--- src/rtl/video_timing_pkg.sv ---
// Shared raster timing presets for video_timing_gen, plus helpers that derive
// the full line and frame lengths from a preset.
package video_timing_pkg;

  typedef struct packed {
    int h_display;
    int h_fp;
    int h_sync;
    int h_bp;
    int v_display;
    int v_fp;
    int v_sync;
    int v_bp;
    bit hs_pol;
    bit vs_pol;
  } timing_t;

  localparam timing_t VGA_640x480_60 = '{
    h_display: 640, h_fp: 16, h_sync: 96, h_bp: 48,
    v_display: 480, v_fp: 10, v_sync: 2,  v_bp: 33,
    hs_pol: 1'b0, vs_pol: 1'b0
  };

  localparam timing_t SVGA_800x600_60 = '{
    h_display: 800, h_fp: 40, h_sync: 128, h_bp: 88,
    v_display: 600, v_fp: 1,  v_sync: 4,   v_bp: 23,
    hs_pol: 1'b1, vs_pol: 1'b1
  };

  function automatic int h_total(timing_t t);
    return t.h_display + t.h_fp + t.h_sync + t.h_bp;
  endfunction

  function automatic int v_total(timing_t t);
    return t.v_display + t.v_fp + t.v_sync + t.v_bp;
  endfunction

endpackage

--- src/rtl/pixel_ce_div.sv ---
// Pixel-enable divider: raises adv on the last clk of every CLK_DIV-cycle
// group while run is high; the phase holds while run is low.
module pixel_ce_div #(
  parameter int CLK_DIV = 1
) (
  input  logic clk,
  input  logic reset,
  input  logic run,
  output logic adv
);

  localparam int DIV_W = (CLK_DIV > 1) ? $clog2(CLK_DIV) : 1;
  localparam logic [DIV_W-1:0] LAST = DIV_W'(CLK_DIV - 1);

  logic [DIV_W-1:0] div_cnt;

  always_ff @(posedge clk or posedge reset) begin
    if (reset) begin
      div_cnt <= '0;
    end else if (run) begin
      div_cnt <= (div_cnt == LAST) ? '0 : div_cnt + DIV_W'(1);
    end
  end

  assign adv = run && (div_cnt == LAST);

endmodule

--- src/rtl/video_timing_gen.sv ---
// Parametrised raster timing generator: position counters, sync/blank decode
// and line/frame/vblank strobes, all registered from the next-position values.
module video_timing_gen
  import video_timing_pkg::*;
#(
  parameter int H_DISPLAY = VGA_640x480_60.h_display,
  parameter int H_FP      = VGA_640x480_60.h_fp,
  parameter int H_SYNC    = VGA_640x480_60.h_sync,
  parameter int H_BP      = VGA_640x480_60.h_bp,
  parameter int V_DISPLAY = VGA_640x480_60.v_display,
  parameter int V_FP      = VGA_640x480_60.v_fp,
  parameter int V_SYNC    = VGA_640x480_60.v_sync,
  parameter int V_BP      = VGA_640x480_60.v_bp,
  parameter bit HS_POL    = VGA_640x480_60.hs_pol,
  parameter bit VS_POL    = VGA_640x480_60.vs_pol,
  parameter int CLK_DIV   = 1,
  parameter int CNT_W     = 10,
  parameter int FRM_W     = 8
) (
  input  logic             clk,
  input  logic             reset,
  input  logic             run,
  output logic             pix_ce,
  output logic             hsync,
  output logic             vsync,
  output logic             display_on,
  output logic [CNT_W-1:0] hpos,
  output logic [CNT_W-1:0] vpos,
  output logic             line_start,
  output logic             frame_start,
  output logic             vblank_start,
  output logic [FRM_W-1:0] frame_count
);

  localparam timing_t CFG = '{
    h_display: H_DISPLAY, h_fp: H_FP, h_sync: H_SYNC, h_bp: H_BP,
    v_display: V_DISPLAY, v_fp: V_FP, v_sync: V_SYNC, v_bp: V_BP,
    hs_pol: HS_POL, vs_pol: VS_POL
  };
  localparam int H_TOTAL   = h_total(CFG);
  localparam int V_TOTAL   = v_total(CFG);
  localparam int MAX_TOTAL = (H_TOTAL > V_TOTAL) ? H_TOTAL : V_TOTAL;

  if (CLK_DIV < 1) begin : g_bad_div
    $error("video_timing_gen: CLK_DIV must be at least 1");
  end
  if (H_FP == 0 || H_SYNC == 0 || H_BP == 0 ||
      V_FP == 0 || V_SYNC == 0 || V_BP == 0) begin : g_bad_porch
    $error("video_timing_gen: porch and sync widths must be non-zero");
  end
  if ((longint'(1) << CNT_W) < longint'(MAX_TOTAL)) begin : g_bad_width
    $error("video_timing_gen: CNT_W too narrow for H_TOTAL/V_TOTAL");
  end

  // Window bounds; the sync end is always below the total because back porch > 0.
  localparam logic [CNT_W-1:0] H_LAST = CNT_W'(H_TOTAL - 1);
  localparam logic [CNT_W-1:0] V_LAST = CNT_W'(V_TOTAL - 1);
  localparam logic [CNT_W-1:0] H_ACT  = CNT_W'(H_DISPLAY);
  localparam logic [CNT_W-1:0] V_ACT  = CNT_W'(V_DISPLAY);
  localparam logic [CNT_W-1:0] HS_BEG = CNT_W'(H_DISPLAY + H_FP);
  localparam logic [CNT_W-1:0] HS_END = CNT_W'(H_DISPLAY + H_FP + H_SYNC);
  localparam logic [CNT_W-1:0] VS_BEG = CNT_W'(V_DISPLAY + V_FP);
  localparam logic [CNT_W-1:0] VS_END = CNT_W'(V_DISPLAY + V_FP + V_SYNC);

  logic             adv;
  logic             h_wrap;
  logic             v_wrap;
  logic [CNT_W-1:0] h_next;
  logic [CNT_W-1:0] v_next;
  logic             hs_act;
  logic             vs_act;
  logic             act_next;
  logic             origin_next;

  pixel_ce_div #(
    .CLK_DIV(CLK_DIV)
  ) u_div (
    .clk  (clk),
    .reset(reset),
    .run  (run),
    .adv  (adv)
  );

  // Decode is done on the next position so every output lands with its pixel.
  always_comb begin
    h_wrap      = (hpos == H_LAST);
    v_wrap      = h_wrap && (vpos == V_LAST);
    h_next      = h_wrap ? '0 : hpos + CNT_W'(1);
    v_next      = vpos;
    if (h_wrap) begin
      v_next = (vpos == V_LAST) ? '0 : vpos + CNT_W'(1);
    end
    hs_act      = (h_next >= HS_BEG) && (h_next < HS_END);
    vs_act      = (v_next >= VS_BEG) && (v_next < VS_END);
    act_next    = (h_next < H_ACT) && (v_next < V_ACT);
    origin_next = (h_next == '0);
  end

  always_ff @(posedge clk or posedge reset) begin
    if (reset) begin
      pix_ce       <= 1'b0;
      hpos         <= '0;
      vpos         <= '0;
      hsync        <= ~HS_POL;
      vsync        <= ~VS_POL;
      display_on   <= 1'b0;
      line_start   <= 1'b0;
      frame_start  <= 1'b0;
      vblank_start <= 1'b0;
      frame_count  <= '0;
    end else begin
      pix_ce       <= adv;
      line_start   <= adv && origin_next;
      frame_start  <= adv && origin_next && (v_next == '0);
      vblank_start <= adv && origin_next && (v_next == V_ACT);
      if (adv) begin
        hpos       <= h_next;
        vpos       <= v_next;
        hsync      <= hs_act ? HS_POL : ~HS_POL;
        vsync      <= vs_act ? VS_POL : ~VS_POL;
        display_on <= act_next;
        if (v_wrap) begin
          frame_count <= frame_count + FRM_W'(1);
        end
      end
    end
  end

endmodule

--- config.mk ---
export PLATFORM = sky130hd
export DESIGN_NAME = video_timing_gen
export DESIGN_NICKNAME = d
export VERILOG_FILES = /design/src/rtl/video_timing_pkg.sv /design/src/rtl/pixel_ce_div.sv /design/src/rtl/video_timing_gen.sv
export SDC_FILE = /design/constraint.sdc
export NUM_CORES = 1
export LEC_CHECK = 0
export ABC_AREA = 1
export BUFFER_PORTS_ARGS = -buffer_cell sky130_fd_sc_hd__buf_2
export CAP_MARGIN = 15
export CELL_PAD_IN_SITES_DETAIL_PLACEMENT = 1
export CELL_PAD_IN_SITES_GLOBAL_PLACEMENT = 1
export CORE_MARGIN = 2
export CORE_UTILIZATION = 39
export CTS_CLUSTER_SIZE = 24
export DETAILED_ROUTE_END_ITERATION = 8
export PLACE_DENSITY = 0.76
export SETUP_SLACK_MARGIN = 0.2
export SLEW_MARGIN = 20
export SYNTH_ARGS = -nofsm -noshare
export SYNTH_HDL_FRONTEND = slang
export SYNTH_HIERARCHICAL = 1
export SYNTH_SLANG_ARGS = --single-unit
--- constraint.sdc ---
create_clock -name clk -period 2.1 [get_ports clk]
set_input_delay 0.21 -clock clk [delete_from_list [all_inputs] [get_ports clk]]
set_output_delay 0.21 -clock clk [all_outputs]
set_load 0.05 [all_outputs]
==> impl_metrics.json <==
{
  "outcome": "complete, no violations",
  "min_period_ps": 1850,
  "multi_input_area_sq_mm": 0.00137,
  "final-setup-viol-count": 0,
  "synth.area.top_cells": "dfrtp_1 (36%), nand2_1 (18%), nor2_1 (6.6%)",
  "dieArea_sq_mm": 0.00659,
  "cap_violations": 0,
  "clkLatencyLatePin_ps": 300,
  "clock_sinks": 35,
  "slew_headroom_pct": 68.5,
  "grt_max_degree": 36,
  "tns_ps": 0,
  "synthCells": 336,
  "synthToLayoutAreaGrowth_pct": 27.9,
  "grt_pass1_wl_um": 11700,
  "ys.flop_type": "dfrtp_1",
  "vias": 2483,
  "ir_worst_vdd_v": 0.000632,
  "critPathMaxFanout": 6,
  "drt-vias-per-instance": 5.27,
  "cp-startpoint": "vpos[0]$_DFFE_PP0P_",
  "synth_common_cells": "nand2_1 (110), nor2_1 (41), inv_1 (39), dfrtp_1 (33), nand3_1 (30)",
  "synth_most_common_cell": "nand2_1",
  "dieWidth_um": 81.2,
  "critical_path_class": "reg2reg",
  "diodes": 0,
  "synth_async_sr_flop_share_pct": 100,
  "synth_area_leader_cell": "dfrtp_1",
  "drt_pass1_iterations": 4,
  "final_net_count": 403,
  "pin_count": 38,
  "grt_pass1_vias": 2377,
  "clockBufferDepth": 2,
  "place_area_sq_mm": 0.00263,
  "rr_startpoint": "vpos[0]$_DFFE_PP0P_",
  "final_antenna_net_count": 0,
  "fin_skew_ps": 12.0,
  "yosys_warnings": 6,
  "synthesis.nets": 344,
  "final-seq-area_sq_um": 887,
  "min_path_type": "in2async",
  "root_buffer": "clkbuf_8",
  "gp_congestion": 0.822,
  "grt_usage_pct": 23.2,
  "fillers": 761,
  "coreArea_sq_mm": 0.00585,
  "clk_pin_slew_ps": 90,
  "synth.avg_cell_area_sq_um": 6.91,
  "period_share_pct": 88.3,
  "dieHeight_um": 81.2,
  "antenna_found_initial": 0,
  "ys_seq_area_share_pct": 37.8,
  "dp_hpwl_um": 5290,
  "cts_buffers": 5,
  "ys_ff_latch": 35,
  "synth_top_area_share_pct": 35.6,
  "drc": 0,
  "drive_gt1_share_pct": 30.8,
  "grt_overflow": 0,
  "rsz0062_at_grt": "true",
  "stdcell_area_sq_mm": 0.00297,
  "utilization_pct": 50.8,
  "arrival_ps": 2090,
  "tightest_slew_ps": 473,
  "post_drt_wl_per_cell_um": 16.1,
  "worst_setup_path_start_kind": "flop",
  "crit_required_ps": 2340,
  "synth_cell_type_count": 30,
  "cts_tree": "done",
  "cts_max_level": 2,
  "ctsHoldBuffers": 0,
  "io_buffers": 37,
  "fmax_ghz": 0.539,
  "timing.critical_path.to_type": "flop",
  "powerDensity_mw_per_mm2": 890,
  "hold_violations": 0,
  "initial_utilization_pct": 39.7,
  "wirelength_um": 7600,
  "placementRows": 28,
  "synth_edf_count": 0,
  "drtIter0Drc": 100,
  "synth_area_sq_mm": 0.00232,
  "leakage_nw": 1.55,
  "maxSlewViolCount": 0
}
## sequential cells by signal, indices dropped and copies added (netlist names)
register      cells
vblank_start      1
display_on        1
line_start        1
vsync             1
pix_ce            1
vpos             10
hpos             10
frame_count       8
frame_start       1
hsync             1
## per-stage QoR
| stage | cells | setup WS [ps] | power, mW | hold WS (ps) |
|---|---|---|---|---|
| after detailed placement | 449 | 117 | 1.93 | 372 |
| after CTS | 461 | 206 | 2.54 | 52.5 |
| after global routing | 471 | 134 | 2.80 | 86.5 |
| after floorplan | 336 | 201 | 1.65 | 326 |
| final | 471 | 246 | 2.64 | 25.3 |
| after global placement | 449 | 195 | 1.91 | 339 |
## metal layers
layer	global-route usage [%]	vias up	wire (um)
met5	0	-	0
met1	31.9	1220	3370
met3	3.44	10	419
met2	38.9	70	3710
li1	-	1183	-
met4	4.58	0	98
## cells by family after synthesis
kind of cell               count (synthesis)  share of synthesized area [%]
adders and majority gates                  5                           2.69
xor gates and xnor gates                   7                           2.64
DFF                                       35                           37.8
muxes                                      3                           1.45
AOI/OAI and AO/OA                         24                           5.55
and+or+nand+nor                          213                           41.1
buffers and inverters                     49                           8.78
## power breakdown
| part | internal (mW) | switching [mW] | total, mW |
|---|---|---|---|
| combinational | 0.318 | 0.827 | 1.14 |
| sequential | 0.770 | 0.149 | 0.919 |
| clock | 0.300 | 0.281 | 0.581 |
## path summary, 6_finish.rpt
check / slack [ps] / cells after the start / end
max: 250 / 12 / vblank_start$_DFF_PP0_
min: 30 / 3 / frame_count[6]$_DFFE_PP0P_
max reg2reg: 250 / 12 / vblank_start$_DFF_PP0_
min reg2reg: 500 / 2 / display_on$_DFFE_PP0P_
max in group asynchronous: 1710 / 3 / hpos[1]$_DFFE_PP0P_
min in group clk: 200 / 1 / pix_ce$_DFF_PP0_
## final cells by class
cell class	instances	share of cell area (%)
inverter	40	5.22
tap	75	3.16
multi-input combinational	252	46.0
clock buffer	8	3.37
timing repair buffer	61	12.4
sequential	35	29.9
## critical path: stages (launching register included)
cell	delay (ps)
dfrtp_2	450
inv_2	100
ha_4	140
nand2_1	60
nor2_2	140
nand3_1	100
nor2_2	170
nand2_2	140
nand2_2	100
nand2_1	60
nor2_2	140
nand3_1	80
nor2_1	120
## cells in the final DEF, fill, tap and decap left out, types with 3 or more instances in the layout
cell,netlist,layout
nand2_1,110,103
buf_2,1,37
inv_1,39,35
nor2_1,41,29
nand3_1,30,29
dfrtp_1,33,26
buf_4,1,23
o21ai_0,20,18
nand4_1,14,14
nor2_2,4,12
nand2_2,3,7
clkbuf_8,0,7
dfrtp_2,0,7
xnor2_1,6,6
nor2_4,2,6
nand2_4,1,4
inv_2,1,3
nand3b_1,3,3
ha_1,5,3
## what timing repair did
action | in CTS | in global routing
endpoints found under the setup margin | 4 | 11
buffers inserted | 4 | 10
endpoints found under the hold margin | 0 | 0
pin swaps | 2 | 10
gates resized for setup | 5 | 40
No activity file was read; power rests on OpenSTA's default activity.
